--- src/rtl/fcounter_seq.sv ---
// Measurement sequencer: scans enabled measured clocks through the fcounter,
// captures each count and keeps sticky limit-fail and handshake-timeout flags.
module fcounter_seq #(
  parameter  int NCH    = 4,
  parameter  int N      = 8,
  parameter  int WW     = 12,
  parameter  int SETTLE = 4,
  parameter  int TMO    = 255,
  localparam int SW     = $clog2(NCH)
) (
  input  logic              clk,
  input  logic              rstb,
  input  logic              start,
  input  logic              cont,
  input  logic [NCH-1:0]    ch_en,
  input  logic [WW-1:0]     window,
  input  logic [NCH*N-1:0]  lo_thr,
  input  logic [NCH*N-1:0]  hi_thr,
  input  logic              fail_clr,
  output logic [SW-1:0]     ms_sel,
  output logic              fcounter_ce,
  output logic              fcounter_som,
  input  logic              fcounter_eom,
  input  logic [N-1:0]      fcounter_adata,
  output logic              busy,
  output logic              meas_valid,
  output logic [SW-1:0]     meas_ch,
  output logic [N-1:0]      meas_data,
  output logic [NCH-1:0]    fail,
  output logic              timeout
);

  localparam int STW = $clog2(SETTLE + 1);
  localparam int TW  = $clog2(TMO + 1);
  localparam logic [STW-1:0] SETTLE_LAST = STW'(SETTLE - 1);
  localparam logic [TW-1:0]  TMO_LAST    = TW'(TMO - 1);

  typedef enum logic [3:0] {
    ST_IDLE, ST_SELECT, ST_ARM, ST_WAIT_LOW, ST_WINDOW,
    ST_WAIT_EOM, ST_CHECK, ST_RELEASE, ST_NEXT
  } state_t;

  state_t          state_reg;
  logic [STW-1:0]  settle_cnt_reg;
  logic [WW-1:0]   win_cnt_reg;
  logic [TW-1:0]   tmo_cnt_reg;

  logic [N-1:0]    lo_arr [NCH];
  logic [N-1:0]    hi_arr [NCH];
  logic [WW-1:0]   win_eff;
  logic            has_any, has_above;
  logic [SW-1:0]   lowest_ch, next_above_ch;

  genvar gi;
  generate
    for (gi = 0; gi < NCH; gi++) begin : g_thr
      assign lo_arr[gi] = lo_thr[gi*N +: N];
      assign hi_arr[gi] = hi_thr[gi*N +: N];
    end
  endgenerate

  assign win_eff = (window == '0) ? WW'(1) : window;

  // Descending scan so the last hit is the lowest qualifying index.
  always_comb begin
    has_any       = 1'b0;
    has_above     = 1'b0;
    lowest_ch     = '0;
    next_above_ch = '0;
    for (int i = NCH - 1; i >= 0; i--) begin
      if (ch_en[i]) begin
        has_any   = 1'b1;
        lowest_ch = SW'(i);
        if (i > int'(ms_sel)) begin
          has_above     = 1'b1;
          next_above_ch = SW'(i);
        end
      end
    end
  end

  always_ff @(posedge clk or negedge rstb) begin
    if (!rstb) begin
      state_reg      <= ST_IDLE;
      settle_cnt_reg <= '0;
      win_cnt_reg    <= '0;
      tmo_cnt_reg    <= '0;
      ms_sel         <= '0;
      fcounter_ce    <= 1'b0;
      fcounter_som   <= 1'b0;
      busy           <= 1'b0;
      meas_valid     <= 1'b0;
      meas_ch        <= '0;
      meas_data      <= '0;
      fail           <= '0;
      timeout        <= 1'b0;
    end else begin
      fcounter_ce <= 1'b0;
      meas_valid  <= 1'b0;
      // Clear first so a set later in this cycle overrides it.
      if (fail_clr) begin
        fail    <= '0;
        timeout <= 1'b0;
      end
      case (state_reg)
        ST_IDLE: begin
          if ((start || cont) && has_any) begin
            ms_sel         <= lowest_ch;
            settle_cnt_reg <= '0;
            busy           <= 1'b1;
            state_reg      <= ST_SELECT;
          end
        end
        ST_SELECT: begin
          if (settle_cnt_reg == SETTLE_LAST) begin
            fcounter_som <= 1'b1;
            state_reg    <= ST_ARM;
          end else begin
            settle_cnt_reg <= settle_cnt_reg + 1'b1;
          end
        end
        ST_ARM: begin
          fcounter_ce <= 1'b1;
          tmo_cnt_reg <= '0;
          state_reg   <= ST_WAIT_LOW;
        end
        ST_WAIT_LOW: begin
          if (!fcounter_eom) begin
            fcounter_som <= 1'b0;
            win_cnt_reg  <= '0;
            state_reg    <= ST_WINDOW;
          end else if (tmo_cnt_reg == TMO_LAST) begin
            timeout      <= 1'b1;
            fcounter_som <= 1'b0;
            state_reg    <= ST_RELEASE;
          end else begin
            tmo_cnt_reg <= tmo_cnt_reg + 1'b1;
          end
        end
        ST_WINDOW: begin
          if (win_cnt_reg == win_eff - 1'b1) begin
            fcounter_ce <= 1'b1;
            tmo_cnt_reg <= '0;
            state_reg   <= ST_WAIT_EOM;
          end else begin
            win_cnt_reg <= win_cnt_reg + 1'b1;
          end
        end
        ST_WAIT_EOM: begin
          if (fcounter_eom) begin
            meas_data  <= fcounter_adata;
            meas_ch    <= ms_sel;
            meas_valid <= 1'b1;
            state_reg  <= ST_CHECK;
          end else if (tmo_cnt_reg == TMO_LAST) begin
            timeout      <= 1'b1;
            fcounter_som <= 1'b0;
            state_reg    <= ST_RELEASE;
          end else begin
            tmo_cnt_reg <= tmo_cnt_reg + 1'b1;
          end
        end
        ST_CHECK: begin
          if (meas_data < lo_arr[meas_ch] || meas_data > hi_arr[meas_ch])
            fail[meas_ch] <= 1'b1;
          state_reg <= ST_RELEASE;
        end
        ST_RELEASE: begin
          fcounter_ce <= 1'b1;
          state_reg   <= ST_NEXT;
        end
        ST_NEXT: begin
          if (has_above) begin
            ms_sel         <= next_above_ch;
            settle_cnt_reg <= '0;
            state_reg      <= ST_SELECT;
          end else if (cont && has_any) begin
            ms_sel         <= lowest_ch;
            settle_cnt_reg <= '0;
            state_reg      <= ST_SELECT;
          end else begin
            busy      <= 1'b0;
            state_reg <= ST_IDLE;
          end
        end
        default: state_reg <= ST_IDLE;
      endcase
    end
  end

endmodule
--- config.mk ---
export PLATFORM = sky130hd
export DESIGN_NAME = fcounter_seq
export DESIGN_NICKNAME = d
export VERILOG_FILES = /design/src/rtl/fcounter_seq.sv
export SDC_FILE = /design/constraint.sdc
export NUM_CORES = 1
export LEC_CHECK = 0
export CAP_MARGIN = 20
export CORE_AREA = 3 3 89 91
export DETAILED_ROUTE_END_ITERATION = 10
export DIE_AREA = 0 0 92 94
export GPL_ROUTABILITY_DRIVEN = 1
export MAX_ROUTING_LAYER = met4
export PLACE_DENSITY_LB_ADDON = 0.25
export SYNTH_ARGS = -nofsm -noshare
export SYNTH_HDL_FRONTEND = slang
export SYNTH_SLANG_ARGS = --single-unit
--- constraint.sdc ---
create_clock -name clk -period 7.9 [get_ports clk]
set_input_delay 1.185 -clock clk [delete_from_list [all_inputs] [get_ports clk]]
set_output_delay 1.185 -clock clk [all_outputs]
set_load 0.1 [all_outputs]
# Word-level counts from Yosys, hierarchy flattened
# Cells that the tools add are included.
[totals]
regBits = 48
latchBits = 0
mem_bits_rw = 0
rom_bits = 0
input_bits = 94
n_memories = 0
[op_classes]
add_sub_neg = 4
mul = 0
div = 0
magnitude_cmp = 8
n_eq_ne = 22
shift = 0
muxes = 76
n_bitwise = 2
reduce_logical = 21
[ops]
columns = ["cell", "n"]
rows = [
  ["two-way mux 8 bit", 8],
  ["two-way mux 12 bit", 3],
  ["two-way mux 4 bit", 9],
  ["one-hot mux 4 bit (9 select lines)", 1],
  ["binary-select mux 8 bit (select 2 bit)", 2],
  ["one-hot mux 8 bit (4 select lines)", 1],
  ["two-way mux 1 bit", 27],
  ["two-way mux 2 bit", 13],
  ["one-hot mux 12 bit (2 select lines)", 1],
  ["inequality test 2 bit, second input constant", 10],
  ["equality test 4 x 3 -> 1 bit, second input constant", 4],
  ["adder 12 x 1 -> 12 bit, second input constant", 1],
  ["equality test 12 bit", 1],
  ["zero test 12 bit", 1],
  ["two-way mux 3 bit", 4],
  ["AND reduction 3 bit", 4],
  ["AND reduction 4 bit", 3],
  ["subtractor 12 x 1 -> 12 bit, second input constant", 1],
  ["one-hot mux 3 bit (3 select lines)", 1],
  ["adder 8 x 1 -> 8 bit, second input constant", 1],
  ["equality test 4 x 2 -> 1 bit, second input constant", 2],
  ["equality test 8 bit, second input constant", 1],
  ["> comparator 8 bit", 1],
  ["< comparator 8 bit", 1],
  ["24 further kinds", 32],
]

# Longest topological paths before layout
[depth]
depth_word = 9
depth_mapped = 12

# Worst setup path before layout
# OpenSTA, ideal clock, no wires.
[synth_timing]
path_kind = "input port to flip-flop"
start = "in window[4]"
end = "reg tmo_cnt_reg[0]"
arrival_time_ns = 4.007
t_required_ns = 7.775
slack_ns = 3.768
cell_stages = 11
path_buffers = 0
path_cell_list = "nor4_1 > a31oi_1 > ha_1 > xnor2_1 > a221o_1 > nor3_1 > nand4_1 > a2111oi_4 > nor2_2 > nor3_2 > mux2_2"
[synth_between]
elab_chain_len = 6
[synth_rtl]
columns = ["item", "line", "rtl"]
rows = [
  ["start: declaration", "16", "input logic [WW-1:0] window,"],
  ["zero test 12 bit", "62", "assign win_eff = (window == '0) ? WW'(1) : window;"],
  ["two-way mux 12 bit *", "62", ""],
  ["subtractor 12 x 1 -> 12 bit *", "141", "if (win_cnt_reg == win_eff - 1'b1) begin"],
  ["equality test 12 bit *", "141", ""],
  ["inequality test 2 bit (no source line) *", "-", ""],
  ["AND reduction 4 bit (no source line) *", "-", ""],
  ["end signal: assignment", "137", "tmo_cnt_reg <= tmo_cnt_reg + 1'b1;"],
  ["end signal: assignment", "160", "tmo_cnt_reg <= tmo_cnt_reg + 1'b1;"],
  ["end: declaration", "46", "logic [TW-1:0] tmo_cnt_reg;"],
]
# Every way passes the cells marked *; elsewhere a longest branch is shown, timed or not.
# A chain may end at the register's enable or synchronous reset.

# Worst setup path in the final report
[layout_timing]
start = "in window[4]"
end = "reg tmo_cnt_reg[1]"
# The elaborated chain is that of the path after synthesis.

==> impl_results.md <==
* Status: completed
* CP required at 8.09 ns
* Delay-heaviest family, CP: simple AND/OR/NAND/NOR gates
* First-pass GRT wire length at 16500 um
* Setup_tns at 0 ns
* Post-CTS Resized at 0
* Pins Over Slew Limit at 0
* CTS sink cnt at 48
* Slew headroom at 31.5%
* RSZ-0062 raised after global routing: false
* Total CTS buffers at 5
* DRC errors left at 0
* Max reg flops at 12
* Gpl congestion at 0.858
* Seq cells post-synth at 48
* Syn nets at 517
* Synth Area per Inst at 8.96 um2
* Tot Pwr at 0.00149 W
* Register area at 1200 um2
* Pin count of the biggest net entering global routing at 49
* Clk root buf: clkbuf_8
* Grt ovf at 0
* Die footprint at 8650 um2
* Crit Path Class: in -> reg
* Final Net Count at 627
* Number of setup violations in the final report at 0
* I/O Buffers at 114
* CP max-delay cell: nor4_1
* Synth Instances at 402
* Post-synth EDFFs at 0
* Yosys Warn Count at 0
* Ratio of cells with drive above 1 in the final layout at 7.80%
* Vias in the first global route at 3455
* H-tree Lvls at 2
* Worst hold path type: reg -> reg
* Core area at 7210 um2
* DR pass1 iterations at 4
* Critical path origin: window[4]
* Worst slew pin tran at 1.02 ns
* Post-route ant nets at 0
* Dpl hpwl at 7800 um
* Crit Reg-Reg Startpoint: meas_ch[1]$_DFFE_PN0P_
* Worst EP arrival at 5.11 ns
* Initial Util at 49.9%
* TritonCTS clock tree: built
* Max Cap Viol at 0
* Most used flip-flop cell after synthesis: dfrtp_1
* Worst skew pair latency at 0.30 ns
* Worst path bufs/invs at 1
* Post-CTS Setup Inserts at 0
* Worst Slack Setup Final at 2.98 ns
* Final hold vios at 0
* Global-route usage over all layers at 24.2%
* Worst Skew at 0.0108 ns
* Final worst path period share at 62.2%
* Initial antenna violation count at 0
* Chip width at 92 um
* Critical Path End Type: register
* Multi-input gate area at 2250 um2
* Startpoint Class: input port
* Slowest stage delay, CP at 0.66 ns
* Diode count at 0
* Via density at 5.66
* # rows at 31
* Min cycle time layout at 4.92 ns
* Routed len/inst at 16.3 um
* Pre-CTS setup slack at 2.69 ns
* Power Dens Cells at 301 nW/um2
* Post-synthesis cell type count at 50
* Max clock buf depth at 2
* WL final at 9970 um
* Die Height at 94 um
* Crit-path max FO at 17
* Fmax at 0.203 GHz
* Post-synthesis sequential area ratio at 33.3%
* Worst reg-to-reg setup slack at 4.92 ns
* CTS Hold Bufs at 0
* Worst-path cell chain: clkdlybuf4s50_1 > nor4_1 > a31oi_1 > ha_1 > xnor2_1 > a221o_1 > nor3_1 > nand4_1 > a2111oi_4 > nor2_2 > nor3_2 > mux2_2
* Fillers at 604
* Hold path start: busy$_DFFE_PN0P_
* Post-synthesis async set-or-reset flop share at 100%
* Drt first-iter violations at 197
* Worst-path clk slew at 0.09 ns
* Ports at 115
* Worst vdd ir at 0.225 mV
* Area Overhead vs Synth at 37.5%
* Mapped cell area at 3600 um2
* Leakage at 2.09 nW
* Vias at 3465
[report_power, final]
| group | internal, W | switching, W | leakage (nW) | total (W) |
|---|---|---|---|---|
| clock network | 0.0000937 | 0.0000845 | 0.0541 | 0.000178 |
| logic | 0.000331 | 0.000566 | 1.40 | 0.000897 |
| registers | 0.000310 | 0.000106 | 0.634 | 0.000416 |
[through the flow]
step | hold slack (ns) | cell area [um2] | utilization (%) | instances
detailed placement | 0.475 | 4820 | 66.8 | 603
global route | 0.520 | 4950 | 68.6 | 612
floorplan | 0.466 | 3600 | - | 402
global placement | 0.470 | 4820 | 66.8 | 603
finish | 0.501 | 4950 | 68.6 | 612
CTS | 0.502 | 4930 | 68.4 | 611
[cells in the final DEF (no fill, tap or decap), types with 6 or more instances in the layout]
master,netlist,final
ha_1,21,21
and3_1,7,7
xnor2_1,14,14
nand4_1,10,10
mux4_2,16,16
inv_1,28,28
dfrtp_1,48,48
nand2_1,55,55
nor3_1,9,9
a21oi_1,25,25
o21ai_0,24,24
nor2_1,29,29
mux2i_1,6,6
clkdlybuf4s50_1,0,113
xor2_1,6,6
nor2b_1,11,11
nand3_1,13,13
or3_1,6,6
o22ai_1,7,7
[cells in the mapped netlist, drive strengths merged (5+ instances only)]
cell | instances | area share, %
xor2 | 6 | 1.5
clkbuf | 10 | 1.0
nor3 | 11 | 1.8
nor2b | 11 | 1.9
ha | 21 | 7.3
nand3 | 13 | 1.8
nand4 | 10 | 1.7
inv | 28 | 2.9
o22ai | 7 | 1.2
mux4 | 16 | 10
mux2i | 6 | 1.7
a21oi | 25 | 3.5
nand2 | 55 | 5.7
o21ai | 24 | 3.3
and3 | 7 | 1.2
dfrtp | 48 | 33
nor2 | 30 | 3.2
or3 | 6 | 1.0
nand3b | 5 | 1.0
xnor2 | 14 | 3.4
[metal layers]
metal	GRT usage (%)	vias up	wire [um]
li1	-	1679	-
met1	30.2	1689	4230
met2	40.4	87	5040
met3	4.81	10	562
met4	6.31	0	131
met5	-	-	0
[kinds of logic (layout without fill, tap and decap cells)]
group,count (synthesis),after routing,share of synthesized area [%]
XOR/XNOR,20,20,4.86
AO/OA/AOI/OAI,77,77,13.5
flip-flops,48,48,33.3
adder cells (fa/ha/maj),21,21,7.29
AND/OR/NAND/NOR,171,171,24.5
multiplexers,24,24,12.3
buffers and inverters,41,152,4.27
[path summary, 6_finish.rpt]
path | end | depth (start not counted)
worst max-delay path | tmo_cnt_reg[1]$_DFFE_PN0P_ | 12
worst min-delay path | busy$_DFFE_PN0P_ | 1
worst max register to register | fail[0]$_DFF_PN0_ | 9
worst min register to register | busy$_DFFE_PN0P_ | 1
max in group asynchronous | fail[0]$_DFF_PN0_ | 2
min in group asynchronous | tmo_cnt_reg[5]$_DFFE_PN0P_ | 1
[worst register-to-register path, delay by kind of cell (launching register included)]
family / cells / cell delay (ns)
buffers and inverters: 1 / 0.07
adder cells (fa/ha/maj): 1 / 0.23
AO/OA/AOI/OAI: 6 / 1.25
multiplexers: 1 / 0.43
flip-flops: 1 / 0.92
[area by class of cell]
cell class	instances	share of cell area (%)
repair buffers	116	23.5
clock inverters	3	0.859
flip-flops and latches	48	24.3
well taps	99	2.50
clock buffers	5	1.39
multi-input cells	313	45.4
inverters	28	2.12
No activity file was read; power rests on OpenSTA's default activity.
